===== config.mk =====
export PLATFORM = sky130hd
export DESIGN_NAME = cnn16_ram_reader
export DESIGN_NICKNAME = d
export VERILOG_FILES = /design/src/rtl/cnn16_pkg.sv /design/src/rtl/cnn16_sync_fifo.sv /design/src/rtl/cnn16_ram_reader.sv
export SDC_FILE = /design/constraint.sdc
export NUM_CORES = 1
export LEC_CHECK = 0
export CAP_MARGIN = 20
export CORE_MARGIN = 2
export CORE_UTILIZATION = 50
export CTS_BUF_LIST = sky130_fd_sc_hd__clkbuf_2 sky130_fd_sc_hd__clkbuf_4 sky130_fd_sc_hd__clkbuf_8
export DETAILED_ROUTE_END_ITERATION = 12
export PLACE_DENSITY_LB_ADDON = 0.12
export SYNTH_ARGS = -nofsm -noshare
export SYNTH_HDL_FRONTEND = slang
export SYNTH_SLANG_ARGS = --single-unit

===== constraint.sdc =====
create_clock -name clk -period 2.61 [get_ports clk]
set_input_delay 0.261 -clock clk [delete_from_list [all_inputs] [get_ports clk]]
set_output_delay 0.261 -clock clk [all_outputs]
set_load 0.02 [all_outputs]

===== src/rtl/cnn16_pkg.sv =====
// ---------------------------------------------------------------------------
// cnn16_pkg
// Shared definitions for the CNN16 block-RAM initiators.
//   DATA_WIDTH / ADDR_WIDTH : RAM geometry, shared with cnn16_ram
//   reader_state_e          : state encoding of cnn16_ram_reader
//   fifo_entry_t            : one buffered word plus its end-of-job flag
// ---------------------------------------------------------------------------
package cnn16_pkg;

    localparam int DATA_WIDTH = 16;
    localparam int ADDR_WIDTH = 12;

    typedef enum logic [1:0] {
        IDLE   = 2'd0,
        ISSUE  = 2'd1,
        DRAIN  = 2'd2,
        FINISH = 2'd3
    } reader_state_e;

    typedef struct packed {
        logic                  last;
        logic [DATA_WIDTH-1:0] data;
    } fifo_entry_t;

endpackage


===== src/rtl/cnn16_sync_fifo.sv =====
// ---------------------------------------------------------------------------
// cnn16_sync_fifo
// Show-ahead synchronous FIFO: rd_data always shows the head entry, and
// rd_en pops it. Writing while full is an upstream error and is flagged by
// an assertion; the write is dropped.
// Ports:
//   clk, rst  : clock, asynchronous active-high reset
//   wr_en     : push wr_data
//   wr_data   : entry to push
//   rd_en     : pop head (ignored when empty)
//   rd_data   : current head entry
//   empty     : no entries held
//   count     : number of entries held, 0..DEPTH
// DEPTH must be a power of two so the pointers wrap naturally.
// ---------------------------------------------------------------------------
module cnn16_sync_fifo #(
    parameter int WIDTH = 17,
    parameter int DEPTH = 4
) (
    input  logic                     clk,
    input  logic                     rst,
    input  logic                     wr_en,
    input  logic [WIDTH-1:0]         wr_data,
    input  logic                     rd_en,
    output logic [WIDTH-1:0]         rd_data,
    output logic                     empty,
    output logic [$clog2(DEPTH):0]   count
);

    localparam int PW = $clog2(DEPTH);

    logic [WIDTH-1:0] mem_q [DEPTH];
    logic [PW-1:0]    wr_ptr_q, wr_ptr_d;
    logic [PW-1:0]    rd_ptr_q, rd_ptr_d;
    logic [PW:0]      count_q, count_d;
    logic             full;
    logic             do_wr;
    logic             do_rd;

    assign empty   = (count_q == '0);
    assign full    = (count_q == (PW+1)'(DEPTH));
    assign do_rd   = rd_en && !empty;
    assign do_wr   = wr_en && !full;
    assign rd_data = mem_q[rd_ptr_q];
    assign count   = count_q;

    always_comb begin
        wr_ptr_d = wr_ptr_q;
        rd_ptr_d = rd_ptr_q;
        count_d  = count_q + (PW+1)'(do_wr) - (PW+1)'(do_rd);
        if (do_wr) wr_ptr_d = wr_ptr_q + PW'(1);
        if (do_rd) rd_ptr_d = rd_ptr_q + PW'(1);
    end

    always_ff @(posedge clk or posedge rst) begin
        if (rst) begin
            wr_ptr_q <= '0;
            rd_ptr_q <= '0;
            count_q  <= '0;
        end else begin
            wr_ptr_q <= wr_ptr_d;
            rd_ptr_q <= rd_ptr_d;
            count_q  <= count_d;
        end
    end

    // Storage needs no reset: an entry is only visible after it is written.
    always_ff @(posedge clk) begin
        if (do_wr) mem_q[wr_ptr_q] <= wr_data;
    end

    a_no_overflow: assert property (@(posedge clk) disable iff (rst) !(wr_en && full));

endmodule


===== src/rtl/cnn16_ram_reader.sv =====
// ---------------------------------------------------------------------------
// cnn16_ram_reader
// Read-side initiator for the CNN16 16-bit block RAM. Walks a strided
// address window, captures RAM data after RD_LAT cycles into a show-ahead
// FIFO, and streams the words out with an end-of-job marker.
// Ports:
//   clk, rst        : clock, asynchronous active-high reset
//   start           : launch request, only looked at in IDLE
//   base_addr       : first read address
//   count           : words to read, 0..2^ADDR_WIDTH
//   stride          : address increment per word (wraps modulo 2^ADDR_WIDTH)
//   busy            : high from the accepted start until the done cycle
//   done            : one-cycle end-of-job pulse
//   mem_write       : RAM write enable, tied low
//   address         : registered RAM address
//   mem_rdata       : RAM read data
//   m_valid/m_ready : output stream handshake
//   m_data, m_last  : stream word and end-of-job flag
//   stall_cycles    : (CNN16_READER_PERF_EN only) backpressure cycle count
//   dbg_state       : current FSM state
// Handshake: a word moves when m_valid && m_ready on a rising edge; while
// m_valid && !m_ready, m_data and m_last hold their values.
// Build option: define CNN16_READER_PERF_EN to add the stall_cycles counter.
// ---------------------------------------------------------------------------
module cnn16_ram_reader
    import cnn16_pkg::*;
#(
    parameter int DATA_WIDTH = cnn16_pkg::DATA_WIDTH,
    parameter int ADDR_WIDTH = cnn16_pkg::ADDR_WIDTH,
    parameter int RD_LAT     = 1,  // 1..2
    parameter int FIFO_DEPTH = 4   // power of two, >= RD_LAT+2
) (
    input  logic                  clk,
    input  logic                  rst,
    input  logic                  start,
    input  logic [ADDR_WIDTH-1:0] base_addr,
    input  logic [ADDR_WIDTH:0]   count,
    input  logic [ADDR_WIDTH-1:0] stride,
    output logic                  busy,
    output logic                  done,
    output logic                  mem_write,
    output logic [ADDR_WIDTH-1:0] address,
    input  logic [DATA_WIDTH-1:0] mem_rdata,
`ifdef CNN16_READER_PERF_EN
    output logic [31:0]           stall_cycles,
`endif
    output reader_state_e         dbg_state,
    output logic                  m_valid,
    input  logic                  m_ready,
    output logic [DATA_WIDTH-1:0] m_data,
    output logic                  m_last
);

    localparam int IFW = $clog2(RD_LAT + 1);
    localparam int FCW = $clog2(FIFO_DEPTH) + 1;
    localparam int CRW = FCW + 1;

    reader_state_e         state_q, state_d;
    logic [ADDR_WIDTH-1:0] address_q, address_d;
    logic [ADDR_WIDTH-1:0] stride_q, stride_d;
    logic [ADDR_WIDTH:0]   count_q, count_d;
    logic [ADDR_WIDTH:0]   issued_q, issued_d;
    logic [ADDR_WIDTH:0]   accepted_q, accepted_d;
    logic [IFW-1:0]        in_flight_q, in_flight_d;
    logic [RD_LAT-1:0]     vld_sr_q, vld_sr_d;
    logic [RD_LAT-1:0]     last_sr_q, last_sr_d;

    logic                  start_ok;
    logic                  issue;
    logic                  issue_last;
    logic                  capture;
    logic                  xfer;
    logic                  credit_ok;
    fifo_entry_t           wr_entry;
    fifo_entry_t           head;
    logic                  fifo_empty;
    logic [FCW-1:0]        fifo_count;

    assign start_ok   = (state_q == IDLE) && start;
    assign capture    = vld_sr_q[RD_LAT-1];
    assign issue_last = (issued_q == count_q - (ADDR_WIDTH+1)'(1));
    // Reads already launched plus words already buffered must leave room,
    // so every in-flight word is guaranteed a FIFO slot on arrival.
    assign credit_ok  = (CRW'(in_flight_q) + CRW'(fifo_count)) < CRW'(FIFO_DEPTH);

    // FSM next state and datapath control
    always_comb begin
        state_d    = state_q;
        address_d  = address_q;
        stride_d   = stride_q;
        count_d    = count_q;
        issued_d   = issued_q;
        accepted_d = accepted_q + (ADDR_WIDTH+1)'(xfer);
        issue      = 1'b0;
        case (state_q)
            IDLE: begin
                if (start) begin
                    count_d    = count;
                    stride_d   = stride;
                    issued_d   = '0;
                    accepted_d = '0;
                    if (count == '0) begin
                        // Empty job: leave the RAM address untouched.
                        state_d = FINISH;
                    end else begin
                        address_d = base_addr;
                        state_d   = ISSUE;
                    end
                end
            end
            ISSUE: begin
                if ((issued_q < count_q) && credit_ok) begin
                    issue     = 1'b1;
                    address_d = address_q + stride_q;
                    issued_d  = issued_q + (ADDR_WIDTH+1)'(1);
                    if (issue_last) state_d = DRAIN;
                end
            end
            DRAIN: begin
                if ((in_flight_q == '0) && fifo_empty && (accepted_q == count_q))
                    state_d = FINISH;
            end
            FINISH: begin
                state_d = IDLE;
            end
            default: begin
                state_d = IDLE;
            end
        endcase
    end

    // In-flight tracking: one slot per cycle of RAM latency.
    always_comb begin
        vld_sr_d     = vld_sr_q;
        last_sr_d    = last_sr_q;
        vld_sr_d[0]  = issue;
        last_sr_d[0] = issue && issue_last;
        for (int i = 1; i < RD_LAT; i++) begin
            vld_sr_d[i]  = vld_sr_q[i-1];
            last_sr_d[i] = last_sr_q[i-1];
        end
        in_flight_d = in_flight_q + IFW'(issue) - IFW'(capture);
    end

    always_comb begin
        wr_entry      = '0;
        wr_entry.last = last_sr_q[RD_LAT-1];
        wr_entry.data = mem_rdata;
    end

    always_ff @(posedge clk or posedge rst) begin
        if (rst) begin
            state_q     <= IDLE;
            address_q   <= '0;
            stride_q    <= '0;
            count_q     <= '0;
            issued_q    <= '0;
            accepted_q  <= '0;
            in_flight_q <= '0;
            vld_sr_q    <= '0;
            last_sr_q   <= '0;
        end else begin
            state_q     <= state_d;
            address_q   <= address_d;
            stride_q    <= stride_d;
            count_q     <= count_d;
            issued_q    <= issued_d;
            accepted_q  <= accepted_d;
            in_flight_q <= in_flight_d;
            vld_sr_q    <= vld_sr_d;
            last_sr_q   <= last_sr_d;
        end
    end

    cnn16_sync_fifo #(
        .WIDTH ($bits(fifo_entry_t)),
        .DEPTH (FIFO_DEPTH)
    ) u_fifo (
        .clk     (clk),
        .rst     (rst),
        .wr_en   (capture),
        .wr_data (wr_entry),
        .rd_en   (xfer),
        .rd_data (head),
        .empty   (fifo_empty),
        .count   (fifo_count)
    );

    assign m_valid   = !fifo_empty;
    assign xfer      = m_valid && m_ready;
    // Zero the stream outputs when nothing is buffered so they read 0 out of reset.
    assign m_data    = m_valid ? head.data : '0;
    assign m_last    = m_valid && head.last;

    // busy rises combinationally with the accepted start, drops in FINISH.
    assign busy      = start_ok || (state_q == ISSUE) || (state_q == DRAIN);
    assign done      = (state_q == FINISH);
    assign mem_write = 1'b0;
    assign address   = address_q;
    assign dbg_state = state_q;

`ifdef CNN16_READER_PERF_EN
    logic [31:0] stall_q, stall_d;

    always_comb begin
        stall_d = stall_q;
        if (start_ok)
            stall_d = '0;
        else if (busy && m_valid && !m_ready)
            stall_d = stall_q + 32'd1;
    end

    always_ff @(posedge clk or posedge rst) begin
        if (rst) stall_q <= '0;
        else     stall_q <= stall_d;
    end

    assign stall_cycles = stall_q;
`endif

endmodule


* Word-level counts from Yosys, hierarchy flattened
Memories as Yosys holds them, arrays and structs flattened. Cells that the tools add are included.
Operators by class: $add $sub $neg 11, mux-type cells 20, bitwise logic cells 1, equality and inequality tests 11, divide/modulo/power cells 0, reduce and logical (&&, ||, !) cells 21, $lt $le $gt $ge 2, shift operators 0, multiply operators 0
Operator list (count):
- two-way mux 13 bit | 4
- two-way mux 12 bit | 3
- == test 13 bit | 2
- case mux 13 bit (2 select lines) | 1
- case mux 12 bit (2 select lines) | 1
- two-way mux 16 bit | 1
- adder 13 x 1 -> 13 bit | 1
- adder 13 x 1 -> 13 bit (second input constant) | 1
- logical NOT 13 bit | 1
- < comparator 13 bit | 1
- subtractor 13 x 1 -> 13 bit (second input constant) | 1
- adder 12 bit | 1
- two-way mux 2 bit | 5
- != test 2 bit (second input constant) | 5
- logical AND 1 bit | 9
- case mux 2 bit (4 select lines) | 1
- AND reduction 4 bit | 2
- adder 1 x 3 -> 4 bit | 1
- adder 2 x 1 -> 2 bit (second input constant) | 2
- == test 2 bit (second input constant) | 2
- < comparator 4 x 3 -> 1 bit (second input constant) | 1
- two-way mux 1 bit | 4
- adder 3 x 1 -> 3 bit | 1
- == test 3 bit (second input constant) | 1
- other kinds (12) | 14
Word-level totals: output and inout bits 35, register bits after elaboration 75, memory bits (writable) 68, logic and storage cells 79, memories 1, bits in read-only memories 0, bits in latches 0
Memories:
- u_fifo.mem_q | words 4, bits a word 17, rd ports 1, clocked after Yosys merged registers in 0, wr ports 1, RTL line cnn16_sync_fifo.sv:32 | logic [WIDTH-1:0] mem_q [DEPTH];

* Logic depth before layout (Yosys ltp)
depth in word-level cells 7, mapped depth 12, mapped depth without buffers 10

* By module
From an unflattened synthesis, not the netlist that was laid out.
Unflattened totals: cells, all modules 679, area, all modules 7602.3 µm²
By module, submodules not included:
- cnn16_ram_reader | area an instance 4635.7 µm², cells each 548, seq. area each 1701.6 µm², instances 1
- cnn16_sync_fifo | area an instance 2966.6 µm², cells each 131, seq. area each 2217.1 µm², instances 1

* Worst setup path after synthesis
No wires, ideal clock.
path kind flip-flop to flip-flop, start point register count_q[5], end point register state_q[1], in the netlist dbg_state[1], setup time 0.125 ns, cell stages (with the launch flop) 11, arrival time 2.408 ns, required time 2.485 ns, clock period less this slack 2.533 ns, path buffers 1, path slack 0.077 ns, cells stage by stage dfrtp_1 buf_2 inv_1 ha_1 or3_1 a21oi_1 a311oi_1 nor3_1 nand3b_1 o32ai_2 mux2_4
Between the ends: word-level cells in the longest chain between the ends 4
Ends and longest elaborated chain:
- start, declared | RTL line cnn16_ram_reader.sv:61 | logic [ADDR_WIDTH:0] count_q, count_d;
- start signal, assigned | RTL line cnn16_ram_reader.sv:166 | count_q <= count_d;
- subtractor 13 x 1 -> 13 bit, or another cell as far along | RTL line cnn16_ram_reader.sv:81 | assign issue_last = (issued_q == count_q - (ADDR_WIDTH+1)'(1));
- == test 13 bit, or another cell as far along | RTL line cnn16_ram_reader.sv:81
- != test 2 bit (no line)
- AND reduction 4 bit (no line) *
- end signal, assigned | RTL line cnn16_ram_reader.sv:163 | state_q <= state_d;
- end, declared | RTL line cnn16_ram_reader.sv:58 | reader_state_e state_q, state_d;
Mark *: on every way between the ends. The rest lies on a longest branch, timed or not. A chain may end at the register's enable or synchronous reset.

* Worst setup path after layout
start point register count_q[5], end point register issued_q[12]
Between the ends: word-level cells in the longest chain between the ends 4
Ends and longest elaborated chain:
- < comparator 13 bit | RTL line cnn16_ram_reader.sv:112 | if ((issued_q < count_q) && credit_ok) begin
- logical AND 1 bit | RTL line cnn16_ram_reader.sv:112
- != test 2 bit (no line)
- AND reduction 3 bit (no line)
- end signal, assigned | RTL line cnn16_ram_reader.sv:167 | issued_q <= issued_d;
- end, declared | RTL line cnn16_ram_reader.sv:62 | logic [ADDR_WIDTH:0] issued_q, issued_d;
No other way between the ends.

==> results by group <==
Global route
  – Largest net degree at the start of global routing: 55
  – Met2 Use GR: 37.67%
  – Global routing usage on met3: 4.724%
  – GR peak layer: met2
  – Initial antenna violation count: 0
  – Gr ovfl total: 0
  – Global-route wire length before repair: 27,740 µm
  – Met1 GRT Util: 28.19%
  – Vias in the first global route: 5,627
  – Total global routing track utilization: 21.85%

Placement
  – Area after DPL: 8845 µm²
  – I/O Buffers: 90
  – Detail Placement HPWL: 11,850 µm
  – Post-Place Cells: 938
  – Gp weighted congestion: 0.9591

Detailed routing
  – DRT iter0 DRCs: 372
  – Antenna-violating nets left: 0
  – Vias per Instance: 5.492
  – Routed via count: 5,360
  – WL per Instance: 17.18 µm
  – Drt drc: 0
  – TritonRoute pass-1 iters: 5
  – Final WL: 16,760 µm

Timing
  – Tmin final: 2.536 ns
  – Final period util: 97.16%
  – Worst Tran Pin Value: 0.6471 ns
  – Setup TNS: 0 ns
  – Fmax: 394.3 MHz
  – Fin. max-slew vios: 0
  – Worst slew margin: 56.46%
  – Setup Skew: 0.01346 ns
  – Final setup vio count: 0
  – Fin Hold WS: 0.1626 ns
  – Final hold violations: 0

Floorplan
  – DIE WIDTH: 126.3 µm
  – Die height: 126.3 µm
  – Top Ports: 92
  – Core footprint: 14,590 µm²
  – DIE AREA: 15,950 µm²
  – Num rows: 44
  – Initial core utilization: 51.26%

Clocking
  – Clock latency on the worst-skew pair: 0.44 ns
  – CTS buffer count: 17
  – CTS root buffer: clkbuf_8
  – TritonCTS clock tree: done
  – CTS Hold Bufs: 0
  – Clock Sinks: 143
  – Clock Path Buffers: 2
  – Max H-tree Level: 4
  – Worst-path clk slew: 0.08 ns

Power and ir drop
  – Flop pwr share: 44.0%
  – Lkg Pwr: 3.902 nW
  – Sw power: 0.001736 W
  – Pwr Density: 629.5 nW/µm²
  – Sw Ratio: 29.59%
  – Clock Power Share: 27.5%
  – Internal power component: 0.004130 W
  – Gate power share: 28.4%
  – VDD IR-drop max: 0.3431 mV

Critical path
  – R2R depth: 10
  – Startpoint types: flip-flop
  – Reg2Reg Launch Point: count_q[5]
  – WP data arrival: 2.90 ns
  – Critical path class: reg -> reg
  – Reg-to-reg slack, setup: 0.07 ns
  – CP Max Fanout: 6
  – CP Launch Point: count_q[5]
  – CP endpoint: issued_q[12]
  – Worst path required time: 2.98 ns
  – Worst reg2reg path endpoint: issued_q[12]
  – Worst setup EP type: flip-flop

Finish
  – Final core utilization: 63.88%
  – Fraction of layout cells with a size suffix above 1: 15.28%
  – Most frequent cells in the layout: clkdlybuf4s50_1, dfrtp_1, edfxtp_1
  – Finished Cell Area: 9319 µm²
  – # fillers: 1,143
  – Post-Layout Cell Count: 976
  – Most common cell after layout, fill and taps aside: clkdlybuf4s50_1
  – Final nets: 878
  – Area delta synth->final: 24.61%
  – ANT cells: 0

Synth
  – Distinct cells, synth: 64
  – Synthesis Warnings: 0
  – Cell Area, Synth: 7478 µm²
  – Seq/Total Area, Yosys: 52.40%
  – Mean Syn Cell Area: 11.54 µm²
  – Number of synthesized flops with an enable pin: 68
  – Synth area leaders: edfxtp_1, dfrtp_1, ha_1, mux4_2, xnor2_1
  – Post-synth top area cell: edfxtp_1
  – Number of synthesized register bits: 143
  – Ys async rst share: 52.45%
  – Top FF cell, synth: dfrtp_1
  – Synth top area share: 27.30%
  – Mapped Cells: 648
  – Syn nets: 746

Hold path
  – Min-Delay Path Class: in -> async

Flow run
  – Max-cap viol count: 0

Status
  – Outcome: finished clean
Yosys cell counts, types with 2 or more instances:
library cell and number:
mux4_2 17, a41oi_1 2, edfxtp_1 68, ha_1 39, inv_1 29, dfrtp_1 75
o2111ai_1 2, nor2b_1 5, nor4_4 2, clkbuf_1 16, o21a_1 7, buf_4 3
and2_1 28, or3_1 8, nand4b_1 2, fa_1 2, buf_2 7, o21ai_0 23
xor2_1 28, a211oi_1 5, a21boi_1 2, nand3_1 9, a21o_1 4, and4_1 4
nor4_1 7, o21ai_1 2, nor3_1 11, nand2_1 67, and3_1 5, o22ai_1 4
nand4_1 16, a31oi_1 5, nand3_2 2, xnor2_1 31, nor2_1 50, a21oi_1 26
mux2i_1 8
power by group through the flow:
stage                     Combinational, W  Sequential (W)  Clock, W
after floorplan                    0.00101         0.00257         0
after global placement             0.00160         0.00261         0
after detailed placement           0.00163         0.00262         0
after CTS                          0.00163         0.00257   0.00166
after global routing               0.00181         0.00260   0.00175
final                              0.00167         0.00258   0.00162
critical path, stage by stage (launching register included):
cell and delay, ns:
dfrtp_1 0.36, inv_1 0.07, ha_1 0.28, or3_1 0.38
a21oi_2 0.15, a311oi_2 0.09, o31ai_2 0.36, buf_4 0.21
nand3_2 0.08, or3_1 0.35, a21oi_1 0.14
logic make-up (layout without fill, tap and decap cells):
group | after synthesis | count (layout) | share of synthesized area, %
buffers and inverters | 58 | 202 | 3.279
and+or+nand+nor | 225 | 225 | 15.53
DFF | 143 | 143 | 52.40
other | 1 | 1 | 0.05014
AOI/OAI and AO/OA | 94 | 94 | 8.232
adders and majority gates | 41 | 41 | 7.060
xor gates and xnor gates | 59 | 59 | 6.910
muxes | 27 | 27 | 6.542
routing by layer:
| metal | share of wire, % | wire length (µm) |
|---|---|---|
| met4 | 1.6 | 275 |
| met5 | 0 | 0 |
| met3 | 5.4 | 902 |
| met2 | 48 | 8116 |
| met1 | 45 | 7471 |
what timing repair did:
item | CTS | global route
gates cloned | 0 | 1
setup buffers | 0 | 6
setup endpoints to repair | 1 | 32
gates resized for setup | 1 | 13
pin swaps | 0 | 2
sequential cells by signal, indices dropped and copies added (netlist names):
signal and flops:
accepted_q 13, address 12, stride_q 12, u_fifo.rd_ptr_q 2, dbg_state 2, u_fifo.count 3
u_fifo.mem_q 68, u_fifo.wr_ptr_q 2, last_sr_q 1, capture 1, count_q 13, in_flight_q 1
issued_q 13
per-stage QoR:
step           total power [W]  setup WS [ns]
6_report              0.005866        0.07401
5_1_grt               0.006160      -0.001895
4_1_cts               0.005858       0.008612
3_5_place_dp          0.004244        0.04527
3_3_place_gp          0.004214        0.07015
2_1_floorplan         0.003580        0.07697
worst min-delay path by stage:
stage / start / end / slack, ns
after floorplan: mem_rdata[0] / u_fifo.mem_q[0][0] / 0.36
after global placement: u_fifo.rd_ptr_q[1] / u_fifo.rd_ptr_q[1] / 0.46
after detailed placement: u_fifo.rd_ptr_q[1] / u_fifo.rd_ptr_q[1] / 0.47
after CTS: rst / stride_q[0] / 0.16
after global routing: rst / address[0] / 0.21
final: rst / stride_q[0] / 0.16
final cells by class:
class | count | area, µm² | share of cell area, %
inverter | 30 | 112.6 | 1.208
tap | 184 | 230.2 | 2.470
sequential | 143 | 3920 | 42.06
clock buffer | 18 | 241.5 | 2.591
timing repair buffer | 141 | 1348 | 14.46
multi-input combinational | 447 | 3352 | 35.97
clock inverter | 13 | 115.1 | 1.235
No activity file was read; power rests on OpenSTA's default activity.
